`src/rtl/dmem_bus_if.sv`:
```
// Data-memory bus interface: turns each MEM-stage load/store into one registered
// MREQ/ACKD handshake, stalls the pipeline meanwhile, and aligns big-endian data.
module dmem_bus_if #(
  parameter int TIMEOUT = 255,
  parameter int CNT_W   = 8
) (
  input  logic        clk,
  input  logic        reset,
  input  logic        mem_read,
  input  logic        mem_write,
  input  logic [1:0]  size_in,
  input  logic        load_unsigned,
  input  logic [31:0] address_in,
  input  logic [31:0] data_write_in,
  output logic [31:0] rdata_out,
  output logic        stall,
  output logic        addr_err,
  output logic        bus_err,
  output logic [31:0] DAD,
  output logic        MREQ,
  output logic        WRITE,
  output logic [1:0]  SIZE,
  output logic [31:0] DWDT,
  input  logic [31:0] DDT,
  input  logic        ACKD
);

  typedef enum logic [1:0] {IDLE, REQ, DONE, ERR} state_t;

  localparam logic [CNT_W-1:0] LAST = CNT_W'(TIMEOUT - 1);

  state_t           state;
  logic [CNT_W-1:0] count;
  logic             unsigned_q;
  logic             req;
  logic             misaligned;
  logic [31:0]      store_data;
  logic [31:0]      load_data;
  logic [7:0]       byte_lane;
  logic [15:0]      half_lane;

  assign req   = mem_read | mem_write;
  assign stall = (state == REQ) || ((state == IDLE) && req);

  // Request-side decode: alignment check and byte-lane replication of store data.
  always_comb begin
    // NOTE: every always_comb output gets a default first, so no path can infer a latch.
    misaligned = 1'b0;
    store_data = data_write_in;
    case (size_in)
      2'b10: store_data = {4{data_write_in[7:0]}};
      2'b01: begin
        store_data = {2{data_write_in[15:0]}};
        misaligned = address_in[0];
      end
      default: misaligned = (address_in[1:0] != 2'b00);
    endcase
  end

  // Big-endian load lane select from the registered address, then extension.
  always_comb begin
    byte_lane = DDT[31:24];
    half_lane = DAD[1] ? DDT[15:0] : DDT[31:16];
    load_data = DDT;
    case (DAD[1:0])
      2'b01:   byte_lane = DDT[23:16];
      2'b10:   byte_lane = DDT[15:8];
      2'b11:   byte_lane = DDT[7:0];
      default: byte_lane = DDT[31:24];
    endcase
    case (SIZE)
      2'b10:   load_data = unsigned_q ? {24'b0, byte_lane} : {{24{byte_lane[7]}}, byte_lane};
      2'b01:   load_data = unsigned_q ? {16'b0, half_lane} : {{16{half_lane[15]}}, half_lane};
      default: load_data = DDT;
    endcase
  end

  always_ff @(posedge clk or posedge reset) begin
    if (reset) begin
      state      <= IDLE;
      count      <= '0;
      unsigned_q <= 1'b0;
      rdata_out  <= '0;
      addr_err   <= 1'b0;
      bus_err    <= 1'b0;
      DAD        <= '0;
      MREQ       <= 1'b0;
      WRITE      <= 1'b0;
      SIZE       <= 2'b00;
      DWDT       <= '0;
    end else begin
      // NOTE: sequential state uses non-blocking assignments so every register
      // samples the pre-edge values regardless of statement order.
      addr_err <= 1'b0;
      bus_err  <= 1'b0;
      case (state)
        IDLE: begin
          if (req && misaligned) begin
            addr_err  <= 1'b1;
            rdata_out <= '0;
            state     <= ERR;
          end else if (req) begin
            DAD        <= address_in;
            SIZE       <= size_in;
            WRITE      <= mem_write;
            DWDT       <= store_data;
            unsigned_q <= load_unsigned;
            MREQ       <= 1'b1;
            count      <= '0;
            state      <= REQ;
          end
        end
        REQ: begin
          if (ACKD) begin
            MREQ <= 1'b0;
            if (!WRITE) rdata_out <= load_data;
            state <= DONE;
          end else if (count == LAST) begin
            MREQ      <= 1'b0;
            bus_err   <= 1'b1;
            rdata_out <= '0;
            state     <= ERR;
          end else begin
            count <= count + 1'b1;
          end
        end
        // DONE/ERR always return to IDLE so the still-held request is not re-issued.
        default: state <= IDLE;
      endcase
    end
  end

endmodule
```
`config.mk`:
```
export PLATFORM = sky130hd
export DESIGN_NAME = dmem_bus_if
export DESIGN_NICKNAME = d
export VERILOG_FILES = /design/src/rtl/dmem_bus_if.sv
export SDC_FILE = /design/constraint.sdc
export NUM_CORES = 1
export LEC_CHECK = 0
export ABC_AREA = 1
export ABC_CLOCK_PERIOD_IN_PS = 8880
export CAP_MARGIN = 20
export CORE_MARGIN = 2
export CORE_UTILIZATION = 49
export CTS_CLUSTER_SIZE = 30
export DETAILED_ROUTE_END_ITERATION = 6
export GPL_ROUTABILITY_DRIVEN = 0
export PLACE_DENSITY_LB_ADDON = 0.08
export SETUP_SLACK_MARGIN = 0.1
export SLEW_MARGIN = 10
export SYNTH_ARGS = -nofsm -noshare
export SYNTH_HDL_FRONTEND = slang
export SYNTH_SLANG_ARGS = --single-unit
```
`constraint.sdc`:
```
create_clock -name clk -period 8.88 [get_ports clk]
set_input_delay 0.888 -clock clk [delete_from_list [all_inputs] [get_ports clk]]
set_output_delay 0.888 -clock clk [all_outputs]
set_load 0.05 [all_outputs]
```
==> impl_metrics.env, run 1 <==
export IMPL_antenna_found_initial=0
export IMPL_cts_resized=0
export IMPL_cp_start_kind="input port"
export IMPL_drc=0
export IMPL_vias_per_cell=5.355
export IMPL_critPathRequiredTime_ns=7.99
export IMPL_crit_slowest_cell="clkdlybuf4s50_1"
export IMPL_antenna_left=0
export IMPL_hold_path_class="reg2reg"
export IMPL_num_nets_final=1041
export IMPL_synth_top_family_by_area="simple AND/OR/NAND/NOR gates"
export IMPL_fin_crit_ns=3.512
export IMPL_cts_path_max_buffers=2
export IMPL_dp_cells=1054
export IMPL_path_class="in2out"
export IMPL_status="finished clean"
export IMPL_hpwl_um=12190
export IMPL_rsz0062_at_grt="false"
export IMPL_die_w_um=112.7
export IMPL_grt_use_total_pct=28.10
export IMPL_syn_area_um2=5787
export IMPL_io_pins=207
export IMPL_overflow=0
export IMPL_leakagePower_nw=4.050
export IMPL_synthDistinctLibCells=34
export IMPL_synth_mux_area_share_pct=0
export IMPL_path_cells="clkdlybuf4s50_1, or2_2, nand2_1, nand2_1, clkdlybuf4s50_1"
export IMPL_grt_pass1_vias=5804
export IMPL_diodes=0
export IMPL_synth_compound_area_share_pct=14.81
export IMPL_setup_worst_path_end_class="primary output"
export IMPL_cts_clk_slew_worst_paths_ns=0.05
export IMPL_root_buffer="clkbuf_16"
export IMPL_dieArea_um2=12690
export IMPL_crit_fanout=3
export IMPL_pwr_density_cell_nw_per_um2=435.6
export IMPL_rows=39
export IMPL_synthAdderAreaFrac_pct=1.297
export IMPL_cts_hold_buf=0
export IMPL_netlist_instances=743
export IMPL_post_route_period_util_pct=39.55
export IMPL_dr_pass1_iters=7
export IMPL_insertion_delay_ns=0.42
export IMPL_portBuffers=206
export IMPL_synth_seq_cells=113
export IMPL_drt_iter0_markers=433
export IMPL_area_delta_synth_final_pct=46.14
export IMPL_fin_cells=1087
export IMPL_core_area_um2=11470
export IMPL_grt_pass1_wl_um=28380
export IMPL_start_util_pct=50.46
export IMPL_hold_viol_final=0
export IMPL_fmax_mhz=284.8
export IMPL_drt_total_wl_um=17570
export IMPL_cts_sinks=113
export IMPL_numCtsBuffers=17
export IMPL_ys_seq_area_share_pct=48.86
export IMPL_final_layout_size_suffix_gt1_share_pct=6.144
export IMPL_max_slew_margin_rel_pct=27.54
export IMPL_ir_drop_mv=0.3762
export IMPL_worst_pin_slew_ns=1.084
export IMPL_h_tree_depth=4
export IMPL_critPathMaxStageDelay_ns=0.74
export IMPL_setup_violations=0
export IMPL_cts_setup_buffers=0
export IMPL_yosysWarnings=0
export IMPL_drv_cap=0
export IMPL_vias=5821
export IMPL_wl_per_cell_um=16.16
export IMPL_synthesis_nets=853
export IMPL_critPathArrivalTime_ns=2.62
export IMPL_grt_max_degree=89
export IMPL_fp_dieH_um=112.7
export IMPL_drv_slew=0
export IMPL_syn_avg_cell_area_um2=7.788
export IMPL_tritoncts="done"
export IMPL_tns_ns=0
export IMPL_synthSimpleGateAreaFrac_pct=26.96
export IMPL_final_setup_skew_ns=0.005862
export IMPL_synth_xor_xnor_area_share_pct=0.7568
## placed cells by master (no fill, tap or decap), types with 2 or more instances in the layout
cell type	netlist	final
a21oi_1	42	42
buf_4	6	3
bufinv_16	0	3
clkbuf_1	15	3
clkbuf_16	0	17
clkbuf_8	0	3
clkdlybuf4s50_1	0	206
clkinv_2	0	2
clkinvlp_4	0	4
dfrtp_1	113	113
ha_1	6	6
inv_1	46	45
inv_2	5	5
nand2_1	279	279
nand2_2	3	3
nand3_1	43	43
nand3_2	2	2
nor2_1	36	36
nor2_2	2	2
nor2_4	2	2
nor3_1	2	2
o211ai_1	9	9
o21a_1	16	16
o21ai_0	42	42
o21ai_1	29	29
o31ai_1	8	8
or2_2	3	3
xor2_1	5	5
## metal layers
metal / vias to the layer above / GRT usage [%] / part of all wire (%)
met5: - / 0 / 0
met4: 0 / 10.16 / 2.4
met3: 37 / 10.04 / 8.7
met2: 272 / 46.83 / 49
met1: 2743 / 33.68 / 40
li1: 2769 / - / -
## cells in the mapped netlist, drive strengths merged
cell type	number	area (µm²)
nand3b	1	11.26
nor2	41	190.2
buf	26	175.2
ha	6	75.07
clkbuf	15	56.30
o21ai	72	364.1
xor2	5	43.79
or2	3	18.77
nor3	2	10.01
a22oi	1	7.510
dfrtp	113	2828
o31ai	8	60.06
o21bai	1	11.26
nand2	283	1077
a21o	1	7.510
inv	51	191.4
a21oi	43	219.0
o21a	16	120.1
o211ai	9	67.56
nand3	46	252.8
## worst max-delay path, delay by kind of cell
| family | cells | cell delay (ns) |
|---|---|---|
| simple gates | 3 | 0.59 |
| buf+inv | 2 | 1.15 |
## state kept, by name, indices dropped and copies added (netlist names)
register,count
unsigned_q,1
MREQ,1
DWDT,32
rdata_out,32
SIZE,2
bus_err,1
WRITE,1
DAD,32
addr_err,1
state,2
count,8
## where the power goes
| group | leakage, nW | switching, mW | total, mW | internal (mW) |
|---|---|---|---|---|
| clock | 0.285 | 0.240 | 0.702 | 0.462 |
| sequential | 1.43 | 0.164 | 0.904 | 0.741 |
| combinational | 2.33 | 1.43 | 2.08 | 0.645 |
| total | 4.05 | 1.84 | 3.68 | 1.85 |
## cell families (layout without fill, tap and decap cells)
group | Yosys count | after routing
AND/OR/NAND/NOR | 376 | 376
XOR/XNOR | 5 | 5
flip-flops | 113 | 113
buffers and inverters | 92 | 293
adder cells (fa/ha/maj) | 6 | 6
AO/OA/AOI/OAI | 151 | 151
## path summary, 6_finish.rpt
| check | start | endpoint | slack (ns) | depth (start not counted) |
|---|---|---|---|---|
| max | mem_write | stall | 5.37 | 5 |
| min | DAD[5] | DAD[5] | 0.48 | 2 |
| max reg2reg | SIZE[0] | rdata_out[3] | 6.23 | 6 |
| min reg2reg | DAD[5] | DAD[5] | 0.48 | 2 |
| max in group asynchronous | reset | count[4] | 7.01 | 4 |
| min in group asynchronous | reset | DAD[18] | 0.78 | 2 |
## final cells by class
class	count	area, µm²
clock inverter	9	130.1
fill	874	3010
multi-input combinational	538	2536
timing repair buffer	210	2112
inverter	51	193.9
tap	143	178.9
sequential	113	2828
clock buffer	23	478.0
## through the flow
step	hold WS [ns]	cell area, µm²	worst slack [ns]	power (mW)	util (%)
final	0.4753	8457	5.368	3.684	73.75
after global routing	0.4982	8457	5.113	3.877	73.75
after CTS	0.4791	8429	5.359	3.691	73.51
after detailed placement	0.4684	7821	4.972	2.973	68.21
after global placement	0.4622	7821	5.056	2.934	68.21
after floorplan	0.4805	5787	5.005	2.336	-
No activity file was read; power rests on OpenSTA's default activity.
==> inputs of run 2 (changes only) <==
Settings changed: ABC_CLOCK_PERIOD_IN_PS 8880 to 3500, CORE_UTILIZATION 49 to 45.
Clock period 8.88 ns to 3.5 ns, I/O delays scaled along.
==> impl_metrics.env, run 2 (synthesis gave the netlist of run 1 again) <==
export IMPL_die_w_um=117.4
export IMPL_pwr_share_seq_pct=24.6
export IMPL_leakagePower_nw=4.060
export IMPL_p_int_mw=4.677
export IMPL_tritoncts="done"
export IMPL_met3WireLength_um=1589
export IMPL_wl_per_cell_um=15.46
export IMPL_antenna_left=0
export IMPL_insertion_delay_ns=0.41
export IMPL_numCtsBuffers=17
export IMPL_fin_crit_ns=2.603
export IMPL_critPathTopFamily="buffers and inverters"
export IMPL_start_util_pct=46.04
export IMPL_crit_buf_inv=1
export IMPL_dr_pass1_iters=5
export IMPL_fp_dieH_um=117.4
export IMPL_dieArea_um2=13780
export IMPL_post_dp_cell_area_um2=7913
export IMPL_h_tree_depth=4
export IMPL_critPathMaxStageDelay_ns=0.95
export IMPL_p_sw_share_pct=49.76
export IMPL_drv_slew=0
export IMPL_final_layout_size_suffix_gt1_share_pct=6.554
export IMPL_setup_worst_path_end_class="primary output"
export IMPL_cts_clk_slew_worst_paths_ns=0.05
export IMPL_path_cells="clkdlybuf4s50_1"
export IMPL_fillers=1081
export IMPL_layout_common_cells="279 x nand2_1, 206 x clkdlybuf4s50_1, 113 x dfrtp_1"
export IMPL_top_layer_used="met4"
export IMPL_overflow=0
export IMPL_drv_cap=0
export IMPL_tns_ns=0
export IMPL_core_area_um2=12570
export IMPL_root_buffer="clkbuf_16"
export IMPL_vias=5761
export IMPL_crit_slowest_cell="clkdlybuf4s50_1"
export IMPL_grt_pass1_vias=5740
export IMPL_cts_sinks=113
export IMPL_area_delta_synth_final_pct=47.16
export IMPL_cts_resized=0
export IMPL_fmax_mhz=384.2
export IMPL_grt_max_degree=62
export IMPL_clkPwrFrac_pct=18.8
export IMPL_critPathRequiredTime_ns=3.15
export IMPL_drt_iter0_markers=475
export IMPL_layout_commonest_cell="nand2_1"
export IMPL_antenna_found_initial=1
export IMPL_holdWs_ns=0.4352
export IMPL_wl_met1_um=6913
export IMPL_hold_path_class="in2async"
export IMPL_cts_hold_buf=0
export IMPL_status="finished clean"
export IMPL_io_pins=207
export IMPL_ir_drop_mv=0.5713
export IMPL_combPwrFrac_pct=56.6
export IMPL_num_nets_final=1044
export IMPL_rsz0062_at_grt="false"
export IMPL_wl_met2_um=8204
export IMPL_drc=0
export IMPL_rows=41
export IMPL_cts_path_max_buffers=2
export IMPL_vias_per_cell=5.153
export IMPL_final_setup_skew_ns=0.008158
export IMPL_post_route_period_util_pct=74.36
export IMPL_crit_fanout=28
export IMPL_worst_pin_slew_ns=0.8567
export IMPL_cts_setup_buffers=0
export IMPL_top_regs="DAD: 32 flops, DWDT: 32 flops, rdata_out: 32 flops"
export IMPL_max_slew_margin_rel_pct=42.89
export IMPL_p_switching_mw=4.632
export IMPL_portBuffers=206
export IMPL_cp_start_kind="flop"
export IMPL_hold_viol_final=0
export IMPL_setup_violations=0
export IMPL_drt_total_wl_um=17280
export IMPL_path_class="reg2out"
export IMPL_grt_pass1_wl_um=28610
export IMPL_hpwl_um=12520
export IMPL_final_area_um2=8516
export IMPL_critPathArrivalTime_ns=2.25
export IMPL_diodes=0
export IMPL_grt_use_total_pct=25.81
export IMPL_pwr_density_cell_nw_per_um2=1093
==> run 2: power by group through the flow <==
stage / logic, mW / registers [mW] / clock network, mW
final: 5.27 / 2.29 / 1.75
after global placement: 5.20 / 2.28 / 0
after CTS: 5.29 / 2.29 / 1.77
after detailed placement: 5.26 / 2.30 / 0
after global routing: 5.62 / 2.36 / 1.84
after floorplan: 1.86 / 4.07 / 0
==> run 2: area by class of cell <==
type	instances	area, µm²	area share (%)
repair buffers	213	2140	25.12
clock inverters	12	160.2	1.881
inverters	51	193.9	2.277
flip-flops and latches	113	2828	33.21
well taps	172	215.2	2.527
clock buffers	19	442.9	5.201
multi-input cells	538	2536	29.78
==> run 2: final timing paths <==
kind / startpoint / end / slack [ns] / cells past startpoint
max reg2reg: DAD[1] / rdata_out[2] / 1.35 / 7
min: reset / DAD[6] / 0.44 / 2
min reg2reg: DAD[19] / DAD[19] / 0.47 / 2
max in group asynchronous: reset / rdata_out[10] / 2.31 / 3
min in group clk: DAD[19] / DAD[19] / 0.47 / 2
max: DAD[1] / DAD[1] / 0.90 / 1
==> run 2: per-layer routing <==
layer  up-vias  global-route usage, %
met2       258                  41.41
li1       2774                      -
met4         0                  11.67
met5         -                      0
met1      2680                  31.52
met3        49                  8.852
==> run 2: metrics by stage <==
step | util (%) | worst slack, ns | cells | power [mW]
finish | 67.76 | 0.8974 | 1118 | 9.309
global route | 67.76 | 0.8194 | 1118 | 9.825
CTS | 67.76 | 0.9051 | 1118 | 9.353
detailed placement | 62.96 | 0.8345 | 1087 | 7.556
global placement | 62.96 | 0.9022 | 1087 | 7.473
floorplan | - | 0.1626 | 743 | 5.928
==> inputs of run 3 (changes only) <==
Settings changed: ABC_CLOCK_PERIOD_IN_PS 3500 to 2700.
Clock period 3.5 ns to 2.7 ns, I/O delays scaled along.
==> impl_metrics.env, run 3 (synthesis gave the netlist of run 1 again) <==
export IMPL_start_util_pct=46.04
export IMPL_root_buffer="clkbuf_16"
export IMPL_grt_max_degree=76
export IMPL_layout_commonest_cell="nand2_1"
export IMPL_crit_slowest_cell="clkdlybuf4s50_1"
export IMPL_dieArea_um2=13780
export IMPL_overflow=0
export IMPL_drt_total_wl_um=17320
export IMPL_holdWs_ns=0.3260
export IMPL_status="finished clean"
export IMPL_antenna_found_initial=0
export IMPL_grt_pass1_wl_um=28320
export IMPL_insertion_delay_ns=0.41
export IMPL_drv_cap=0
export IMPL_hpwl_um=12540
export IMPL_setup_violations=0
export IMPL_combPwrFrac_pct=56.8
export IMPL_final_layout_size_suffix_gt1_share_pct=6.751
export IMPL_timing_critical_path_mode_cell="nand2_1"
export IMPL_die_w_um=117.4
export IMPL_p_int_mw=6.187
export IMPL_numCtsBuffers=17
export IMPL_rsz0062_at_grt="false"
export IMPL_max_slew_margin_rel_pct=58.09
export IMPL_p_sw_share_pct=48.98
export IMPL_critPathArrivalTime_ns=2.15
export IMPL_vias=5762
export IMPL_tritoncts="done"
export IMPL_critPathMaxStageDelay_ns=0.84
export IMPL_ir_drop_mv=0.8469
export IMPL_diodes=0
export IMPL_portBuffers=206
export IMPL_worst_pin_slew_ns=0.6280
export IMPL_leakagePower_nw=4.097
export IMPL_critPathRequiredTime_ns=2.43
export IMPL_final_setup_skew_ns=0.01032
export IMPL_cts_clk_slew_worst_paths_ns=0.05
export IMPL_grt_pass1_vias=5700
export IMPL_fillers=1041
export IMPL_top_regs="DAD: 32 flops, DWDT: 32 flops, rdata_out: 32 flops"
export IMPL_layout_common_cells="279 x nand2_1, 206 x clkdlybuf4s50_1, 113 x dfrtp_1"
export IMPL_fin_cells=1120
export IMPL_dr_pass1_iters=5
export IMPL_rrSetupSlack_ns=0.80
export IMPL_cts_resized=0
export IMPL_p_switching_mw=5.940
export IMPL_fmax_mhz=412.7
export IMPL_hold_path_class="in2async"
export IMPL_antenna_left=0
export IMPL_clkPwrFrac_pct=19.0
export IMPL_setup_worst_path_end_class="primary output"
export IMPL_cp_start_kind="flop"
export IMPL_grt_use_total_pct=25.64
export IMPL_cts_setup_buffers=0
export IMPL_crit_fanout=3
export IMPL_fp_dieH_um=117.4
export IMPL_num_nets_final=1048
export IMPL_hold_viol_final=0
export IMPL_cts_path_max_buffers=2
export IMPL_drv_slew=0
export IMPL_post_route_period_util_pct=89.74
export IMPL_h_tree_depth=4
export IMPL_vias_per_cell=5.145
export IMPL_drc=0
export IMPL_multi_input_area_um2=2536
export IMPL_dp_cells=1091
export IMPL_cts_sinks=113
export IMPL_wl_per_cell_um=15.46
export IMPL_area_delta_synth_final_pct=47.85
export IMPL_io_pins=207
export IMPL_pwr_share_seq_pct=24.2
export IMPL_fin_crit_ns=2.423
export IMPL_pwr_density_cell_nw_per_um2=1417
export IMPL_drt_iter0_markers=402
export IMPL_core_area_um2=12570
export IMPL_tns_ns=0
export IMPL_rows=41
export IMPL_cts_hold_buf=0
export IMPL_path_cells="nor2_2, nand2_1, nand2_1, clkdlybuf4s50_1"
export IMPL_path_class="reg2out"
export IMPL_ff_latch_area_um2=2828
==> run 3: cell types whose count changed in the layout (fill, tap and decap cells not counted) <==
cell / delta
inv_4: -1
inv_6: -1
clkinv_4: -3
clkinvlp_4: -3
clkbuf_8: +5
buf_4: +4
clkinv_2: +1
==> run 3: final timing paths <==
path / start / endpoint / cells after the start
setup / recovery: state[1] / stall / 4
min in group clk: address_in[31] / DAD[31] / 3
hold / removal: reset / DWDT[6] / 3
hold reg to reg: DAD[8] / DAD[8] / 2
setup reg to reg: SIZE[0] / rdata_out[27] / 6
max in group asynchronous: reset / DWDT[9] / 3
==> run 3: worst max-delay path, delay by kind of cell, from the launching register on <==
family / cells / cell delay, ns
AND/OR/NAND/NOR: 3 / 0.44
flip-flops: 1 / 0.45
buffers and inverters: 1 / 0.84
==> run 3: power by group through the flow <==
stage,Combinational (mW),Sequential (mW),Clock (mW)
after floorplan,2.41,5.28,0
after global placement,6.79,2.92,0
after detailed placement,6.88,2.94,0
after CTS,6.92,2.94,2.34
after global routing,7.34,3.03,2.42
final,6.89,2.93,2.30
==> run 3: per-stage QoR <==
step                setup WS [ns]  cell area, µm²  util (%)  total power [mW]
floorplan                  0.7632            5791         -             7.685
global placement           0.4232            7944     63.21             9.705
detailed placement         0.3991            7944     63.21             9.819
CTS                        0.2444            8556     68.07             12.19
global route               0.1800            8556     68.07             12.78
finish                     0.2771            8556     68.07             12.13
==> run 3: area by class of cell <==
type                       count  area share (%)
clock buffer                  24           5.981
sequential                   113           33.05
clock inverter                 5           1.170
tap                          172           2.515
timing repair buffer         217           25.36
inverter                      51           2.281
multi-input combinational    538           29.64
==> run 3: per-layer routing <==
metal	wire length [µm]	part of all wire, %	global-route usage [%]
met5	0	0	0
met4	455	2.6	11.67
met3	1493	8.6	8.706
met2	8251	48	41.41
met1	7114	41	31.09
